### src/rtl/mem_ctrl_pkg.sv
// Shared types and constants for the NAND-latch memory access sequencer.
package mem_ctrl_pkg;

  typedef enum logic [2:0] {
    IDLE,
    SETUP,
    STROBE,
    HOLD,
    RESP
  } state_t;

  localparam logic OP_WRITE = 1'b1;
  localparam logic OP_READ  = 1'b0;

  localparam int unsigned DEF_DATA_W     = 8;
  localparam int unsigned DEF_ADDR_W     = 3;
  localparam int unsigned DEF_SETUP_CYC  = 1;
  localparam int unsigned DEF_STROBE_CYC = 2;
  localparam int unsigned DEF_HOLD_CYC   = 1;

  function automatic int unsigned max3(input int unsigned a, input int unsigned b,
                                       input int unsigned c);
    int unsigned m;
    m = (a > b) ? a : b;
    return (m > c) ? m : c;
  endfunction

  // The counter only ever holds phase_len-1, so clog2 of the longest phase suffices.
  function automatic int unsigned cnt_width(input int unsigned max_phase);
    return (max_phase < 2) ? 1 : $clog2(max_phase);
  endfunction

  localparam int unsigned DEF_CNT_W =
    cnt_width(max3(DEF_SETUP_CYC, DEF_STROBE_CYC, DEF_HOLD_CYC));

endpackage

### src/rtl/memory_access_controller_phase_counter.sv
// Loadable down-counter with zero flag, shared by the setup, strobe and hold phases.
module phase_counter #(
  parameter int unsigned CNT_W = 1
) (
  input  logic             clk,
  input  logic             rst,
  input  logic             load,
  input  logic [CNT_W-1:0] load_val,
  output logic             zero
);

  logic [CNT_W-1:0] cnt;

  always_ff @(posedge clk) begin
    if (rst) begin
      cnt <= '0;
    end else if (load) begin
      cnt <= load_val;
    end else if (cnt != '0) begin
      cnt <= cnt - CNT_W'(1);
    end
  end

  assign zero = (cnt == '0);

endmodule

### src/rtl/memory_access_controller.sv
// Single-request sequencer driving the 8x8 latch memory with a setup/strobe/hold pin pattern.
module memory_access_controller
  import mem_ctrl_pkg::*;
#(
  parameter int unsigned DATA_W     = DEF_DATA_W,
  parameter int unsigned ADDR_W     = DEF_ADDR_W,
  parameter int unsigned SETUP_CYC  = DEF_SETUP_CYC,
  parameter int unsigned STROBE_CYC = DEF_STROBE_CYC,
  parameter int unsigned HOLD_CYC   = DEF_HOLD_CYC
) (
  input  logic              clk,
  input  logic              rst,
  input  logic              req_valid,
  output logic              req_ready,
  input  logic              req_write,
  input  logic [ADDR_W-1:0] req_addr,
  input  logic [DATA_W-1:0] req_wdata,
  output logic              rsp_valid,
  output logic [DATA_W-1:0] rsp_rdata,
  output logic              mem_op,
  output logic              mem_sel,
  output logic [ADDR_W-1:0] mem_address,
  output logic [DATA_W-1:0] mem_in_bus,
  input  logic [DATA_W-1:0] mem_out_bus
);

  localparam int unsigned CNT_W = cnt_width(max3(SETUP_CYC, STROBE_CYC, HOLD_CYC));
  localparam logic [CNT_W-1:0] SETUP_LD  = CNT_W'(SETUP_CYC - 1);
  localparam logic [CNT_W-1:0] STROBE_LD = CNT_W'(STROBE_CYC - 1);
  localparam logic [CNT_W-1:0] HOLD_LD   = CNT_W'(HOLD_CYC - 1);

  state_t            state;
  logic              cnt_load;
  logic [CNT_W-1:0]  cnt_val;
  logic              cnt_zero;
  logic [DATA_W-1:0] rd_data;

  phase_counter #(
    .CNT_W(CNT_W)
  ) u_phase_counter (
    .clk      (clk),
    .rst      (rst),
    .load     (cnt_load),
    .load_val (cnt_val),
    .zero     (cnt_zero)
  );

  // Counter reloads on exactly the edges where the FSM enters a timed phase.
  always_comb begin
    cnt_load = 1'b0;
    cnt_val  = '0;
    case (state)
      IDLE: begin
        if (req_valid && req_ready) begin
          cnt_load = 1'b1;
          cnt_val  = SETUP_LD;
        end
      end
      SETUP: begin
        if (cnt_zero) begin
          cnt_load = 1'b1;
          cnt_val  = STROBE_LD;
        end
      end
      STROBE: begin
        if (cnt_zero) begin
          cnt_load = 1'b1;
          cnt_val  = HOLD_LD;
        end
      end
      default: ;
    endcase
  end

  always_ff @(posedge clk) begin
    if (rst) begin
      state       <= IDLE;
      req_ready   <= 1'b0;
      rsp_valid   <= 1'b0;
      rsp_rdata   <= '0;
      mem_op      <= OP_READ;
      mem_sel     <= 1'b0;
      mem_address <= '0;
      mem_in_bus  <= '0;
      rd_data     <= '0;
    end else begin
      rsp_valid <= 1'b0;
      case (state)
        IDLE: begin
          mem_sel <= 1'b0;
          if (req_valid && req_ready) begin
            req_ready   <= 1'b0;
            mem_op      <= req_write;
            mem_address <= req_addr;
            mem_in_bus  <= req_write ? req_wdata : '0;
            state       <= SETUP;
          end else begin
            req_ready <= 1'b1;
          end
        end
        SETUP: begin
          if (cnt_zero) begin
            mem_sel <= 1'b1;
            state   <= STROBE;
          end
        end
        STROBE: begin
          if (cnt_zero) begin
            mem_sel <= 1'b0;
            if (mem_op == OP_READ) begin
              rd_data <= mem_out_bus;
            end
            state <= HOLD;
          end
        end
        HOLD: begin
          if (cnt_zero) begin
            rsp_valid <= 1'b1;
            rsp_rdata <= (mem_op == OP_READ) ? rd_data : '0;
            state     <= RESP;
          end
        end
        RESP: begin
          req_ready <= 1'b1;
          state     <= IDLE;
        end
        default: begin
          mem_sel <= 1'b0;
          state   <= IDLE;
        end
      endcase
    end
  end

endmodule

### config.mk
export PLATFORM = sky130hd
export DESIGN_NAME = memory_access_controller
export DESIGN_NICKNAME = d
export VERILOG_FILES = /design/src/rtl/mem_ctrl_pkg.sv /design/src/rtl/memory_access_controller_phase_counter.sv /design/src/rtl/memory_access_controller.sv
export SDC_FILE = /design/constraint.sdc
export NUM_CORES = 1
export LEC_CHECK = 0
export CAP_MARGIN = 20
export CORE_MARGIN = 2
export CORE_UTILIZATION = 41
export DETAILED_ROUTE_END_ITERATION = 7
export PLACE_DENSITY = 0.82
export SLEW_MARGIN = 20
export SYNTH_ARGS = -nofsm -noshare
export SYNTH_HDL_FRONTEND = slang
export SYNTH_HIERARCHICAL = 1
export SYNTH_SLANG_ARGS = --single-unit
### constraint.sdc
create_clock -name clk -period 1.4 [get_ports clk]
set_clock_uncertainty 0.15 [all_clocks]
set_input_delay 0.21 -clock clk [delete_from_list [all_inputs] [get_ports clk]]
set_output_delay 0.21 -clock clk [all_outputs]
set_load 0.05 [all_outputs]
* Word-level counts from Yosys, hierarchy flattened
Cells that the tools add are included.
** Word-level totals
- Output and inout bits :: 23
- Bits in registers :: 35
** Cells by class
- $add $sub $neg :: 1
- Bitwise gates (word level) :: 4
- Multiplexer cells :: 18
- Equal/unequal tests :: 8
- Reduce and logical (&&, ||, !) cells :: 11
** Operators with widths (count)
- 2-to-1 mux 8 bit :: 2
- 2-to-1 mux 3 bit :: 4
- one-hot mux 3 bit (4 select lines) :: 1
- 2-to-1 mux 1 bit :: 8
- != test 2 bit (second input constant) :: 4
- == test 3 x 2 -> 1 bit (second input constant) :: 2
- AND reduction 3 bit :: 2
- OR reduction 2 bit :: 3
- NOT 1 bit :: 4
- one-hot mux 1 bit (2 select lines) :: 2
- AND reduction 2 bit :: 2
- AND reduction 4 bit :: 1
- == test 3 x 1 -> 1 bit (second input constant) :: 1
- == test 3 bit (second input constant) :: 1
- zero test 3 bit :: 1
- one-hot mux 1 bit (3 select lines) :: 1
- nonzero test 2 bit :: 1
- logical AND 1 bit :: 1
- subtractor 1 bit (second input constant) :: 1

* Longest topological paths before layout
- Depth in word-level cells :: 4
- Gate-level depth with buffers :: 6
- Mapped depth without buffers :: 5

* Modules after synthesis
The synthesis kept the hierarchy.
** By module, submodules not included
- memory_access_controller :: times used 1, cells each 160, area an instance 1450.1 µm², seq. area each 680.7 µm²
- phase_counter :: times used 1, cells each 3, area an instance 32.5 µm², seq. area each 20.0 µm²

* Worst setup path after synthesis
OpenSTA, ideal clock, no wires.
- Kind :: register -> register
- From :: register req_ready
- To :: register u_phase_counter.cnt
- Data required time :: 1.190 ns
- Library setup time :: 0.060 ns
- Path slack :: -0.164 ns
- Path buffers :: 1
- Arrival time :: 1.354 ns
- Stages on the path, launching flop included :: 6
- Cells stage by stage :: dfxtp_1 and4bb_4 buf_6 a21oi_1 nor2_1 and3b_1
** On the way
- Cells in the longest elaborated chain, start to end :: 4
** RTL lines
- start: declaration :: line memory_access_controller.sv:14 : output logic req_ready,
- start signal: assignment :: line memory_access_controller.sv:78 : req_ready <= 1'b0;
- start signal: assignment :: line memory_access_controller.sv:92 : req_ready <= 1'b0;
- start signal: assignment :: line memory_access_controller.sv:98 : req_ready <= 1'b1;
- logical AND 1 bit :: line memory_access_controller.sv:54 : if (req_valid && req_ready) begin
- 2-to-1 mux 1 bit :: line memory_access_controller.sv:54
- one-hot mux 1 bit (2 select lines) :: line memory_access_controller.sv:52 : case (state)
- via cnt_load :: line memory_access_controller.sv:33 : logic cnt_load;
- 2-to-1 mux 1 bit :: line memory_access_controller_phase_counter.sv:17 : end else if (load) begin
- end signal: assignment :: line memory_access_controller_phase_counter.sv:18 : cnt <= load_val;
- end signal: assignment :: line memory_access_controller_phase_counter.sv:20 : cnt <= cnt - CNT_W'(1);
- end: declaration :: line memory_access_controller_phase_counter.sv:12 : logic [CNT_W-1:0] cnt;
The timed path passes the listed nets, and every way through them passes these cells.
A chain may end at the register's enable or synchronous reset.

* Final worst setup path
- From :: register state[0]
- To :: register u_phase_counter.cnt
** On the way
- Cells in the longest elaborated chain, start to end :: 4
- Elaborated cells between the ends (all ways) :: 7
- Classes of those cells :: eq/ne: 2; mux: 3; reduce/logical: 2
** RTL lines
- start: declaration :: line memory_access_controller.sv:32 : state_t state;
- start signal: assignment :: line memory_access_controller.sv:77 : state <= IDLE;
- start signal: assignment :: line memory_access_controller.sv:96 : state <= SETUP;
- start signal: assignment :: line memory_access_controller.sv:104 : state <= STROBE;
- == test 3 x 2 -> 1 bit or == test 3 x 1 -> 1 bit (tied branches) :: line memory_access_controller.sv:52
- OR reduction 2 bit (no source line)
- one-hot mux 1 bit (2 select lines) * :: line memory_access_controller.sv:52
- via cnt_load :: line memory_access_controller.sv:33
- 2-to-1 mux 1 bit * :: line memory_access_controller_phase_counter.sv:17
The timed path passes the listed nets; every way through them passes the cells marked *.

==> flow_metrics.py <==
metrics = {
    "outcome": {
        "outcome": "finished, final reports clean",
    },
    "clock_network": {
        "post_cts_buffers": 0,
        "cts-root-buf": "clkbuf_4",
        "insertion_delay_ps": 340,
        "clock-sinks": 35,
        "cts_buffer_depth": 2,
        "clkSlewWorstSetupHoldPaths_ps": 120,
        "cts_made_buffers": 5,
        "cts_tree": "done",
        "ctsHoldBuffers": 0,
        "h-tree-depth": 2,
    },
    "setup_path": {
        "path_class": "flip-flop to flip-flop",
        "critPathMaxFanout": 12,
        "reg2reg_from": "state[0]",
        "rrSetupSlack_ps": 40,
        "max_stage_delay_ps": 430,
        "worst-path-buf-inv": 0,
        "critPathSlowestCell": "dfxtp_4",
        "worst_ep_required_time_ps": 1490,
        "crit_family": "simple AND/OR/NAND/NOR gates",
        "cp_data_arrival_time_ps": 1450,
        "end_kind": "flip-flop",
        "reg2reg_to": "u_phase_counter/cnt",
        "crit_chain": "and4bb_2 > a21oi_1 > nor2_1 > and3b_1",
        "rr_worst_depth": 4,
        "crit_path_start_kind": "flip-flop",
    },
    "sta": {
        "slew_headroom_pct": 75.21,
        "hold_slack_ps": 272.1,
        "setup_ws_ps": 43.09,
        "period_share_pct": 96.92,
        "fmax_mhz": 737.0,
        "worstMarginPinSlew_ps": 370.7,
        "rsz0062_at_grt": "false",
        "final.min_clock_period_ps": 1357,
        "finalSetupViolations": 0,
        "hold_violations": 0,
        "maxSlewViolCount": 0,
    },
    "detailed_routing": {
        "routed-wl-met3_um": 188,
        "routedWlPerCell_um": 13.82,
        "wirelength_um": 3634,
        "via_per_inst": 5.255,
        "drc": 0,
        "top_layer": "met4",
        "drt_pass1_iterations": 4,
        "drt_iter0_drc": 34,
        "m1WireLength_um": 1634,
        "vias": 1382,
        "drtAntennaViolNets": 0,
        "wl_met2_um": 1738,
    },
    "synth": {
        "syn_nets": 186,
        "syn_area_per_cell_um2": 9.096,
        "synth_warnings": 6,
        "syn_area_um2": 1483,
        "synth_area_leaders": "dfxtp_1 (47%), a21oi_1 (7.1%), nand2b_1 (6.8%), mux2i_1 (5.4%), nand3b_1 (4.1%)",
        "yosysMostFrequentCell": "dfxtp_1",
        "synth_cell_types": 31,
        "ys_seq_area_share_pct": 47.26,
        "netlist_instances": 163,
        "async_reset_ff_share_pct": 0,
        "synth_ff_type": "dfxtp_1",
        "synth_edf_count": 0,
        "yosys-top-cells-count": "dfxtp_1 (35), a21oi_1 (21), nand2b_1 (16)",
        "yosysTopAreaCell": "dfxtp_1",
        "yosys.area.top_type_share_pct": 47.26,
        "ys_ff_latch": 35,
    },
    "flow_run": {
        "maxCapViolCount": 0,
    },
    "cells_and_area": {
        "syn_to_final_growth_pct": 59.58,
        "nets": 239,
        "num_antenna_cells": 0,
        "fin_area_um2": 2366,
        "drive_above_1_share_pct": 24.42,
    },
    "pwr": {
        "total_leakage_power_nw": 0.8602,
        "pwr_density_cell_nw_per_um2": 1425,
        "vdd_drop_max_uv": 832.2,
    },
    "placement": {
        "postPlaceCellArea_um2": 2261,
        "dpl.hpwl_um": 2532,
        "gp_congestion": 0.7780,
        "place.port_buffers": 45,
        "pre_cts_slack_ps": -216.5,
    },
    "die": {
        "rows": 21,
        "core_um2": 3416,
        "die_area_um2": 4113,
        "initial_core_util_pct": 43.41,
        "ios": 46,
        "die_w_um": 64.14,
        "die_y_um": 64.14,
    },
    "min_path": {
        "timing.hold.worst_path_depth": 3,
        "hold_start": "mem_out_bus[3]",
        "hp-class": "primary input to flip-flop",
        "min_to": "rd_data[3]",
    },
    "global_routing": {
        "grt_start_max_net_pins": 25,
        "grt_pass1_vias": 1288,
        "grtUsageTotal_pct": 18.18,
        "grt_pass1_wl_um": 5934,
        "grt_antenna_before_repair": 0,
        "overflow": 0,
    },
}
## final cells by class
| cell class | count | area [um^2] |
|---|---|---|
| Fill cell | 264 | 1050 |
| Timing Repair Buffer | 60 | 809.5 |
| Sequential cell | 35 | 708.2 |
| Multi-Input combinational cell | 111 | 698.2 |
| Tap cell | 46 | 57.56 |
| Clock inverter | 3 | 43.79 |
| Clock buffer | 5 | 37.54 |
| Inverter | 3 | 11.26 |
## logic make-up after synthesis
group           after synthesis  synth area share [%]
simple gates                 62                 25.74
buf+inv                      18                 6.666
compound gates               38                 13.75
xor+xnor                      2                 1.182
flops                        35                 47.26
mux                           8                 5.401
## how the worst max path moves through the flow
stage	startpoint	end	slack, ps	depth (start not counted)
floorplan	req_ready	u_phase_counter/cnt	30	5
global placement	req_valid	u_phase_counter/cnt	-140	5
detailed placement	req_valid	mem_in_bus[4]	-220	5
CTS	state[1]	mem_in_bus[4]	20	4
global route	state[0]	mem_in_bus[3]	5	4
finish	state[0]	u_phase_counter/cnt	40	4
## flip-flops by register name (all words and copies together), names as in the netlist
register	flops
mem_address	3
mem_in_bus	8
mem_op	1
mem_sel	1
rd_data	8
req_ready	1
rsp_rdata	8
rsp_valid	1
state	3
u_phase_counter/cnt	1
## repair_timing
item	in CTS	in global routing
pin swaps	0	1
cloned	0	1
gates resized for setup	2	8
endpoints found under the setup margin	11	18
## power breakdown
group | internal (mW) | switching (mW) | leakage, nW
clock | 0.376 | 0.360 | 0.0452
sequential | 1.16 | 0.182 | 0.285
combinational | 0.656 | 0.635 | 0.530
total | 2.19 | 1.18 | 0.860
## through the flow
stage                     util [%]  setup TNS (ps)  total power [mW]  std cells
after global placement       66.19           -2148             2.555        254
after detailed placement     66.19           -3045             2.588        254
final                        69.27               0             3.371        263
after floorplan                  -               0             2.091        163
after global routing         69.27               0             3.545        263
after CTS                    68.64               0             3.311        262
## worst register-to-register path, delay by kind of cell (launching register included)
kind,cells,cell delay [ps]
DFF,1,430
and+or+nand+nor,3,520
AOI/OAI and AO/OA,1,170
## layer usage
| layer | vias to the layer above | track usage [%] |
|---|---|---|
| met5 | - | 0 |
| met4 | 0 | 6.383 |
| met3 | 6 | 4.049 |
| met2 | 42 | 30.47 |
| met1 | 651 | 22.96 |
| li1 | 683 | - |
## layout by cell type (no fill, tap or decap), drive strengths merged
cell type and count:
buf 38, dfxtp 35, clkdlybuf4s50 22, a21oi 21, nand2b 16, o21ai 12, nand2 9, nand4 8
nand3b 8, mux2i 8, nor2 6, nand3 5, clkbuf 5, inv 3, xor2 2, and3b 2
a211oi 2, and4bb 2, clkinv 2, or3 1, nand4bb 1, nor3 1, a2111oi 1, nand4b 1
and4b 1, and4 1, nor2b 1, o211ai 1, a31oi 1, bufinv 1
(Power assumes the default switching activity.)
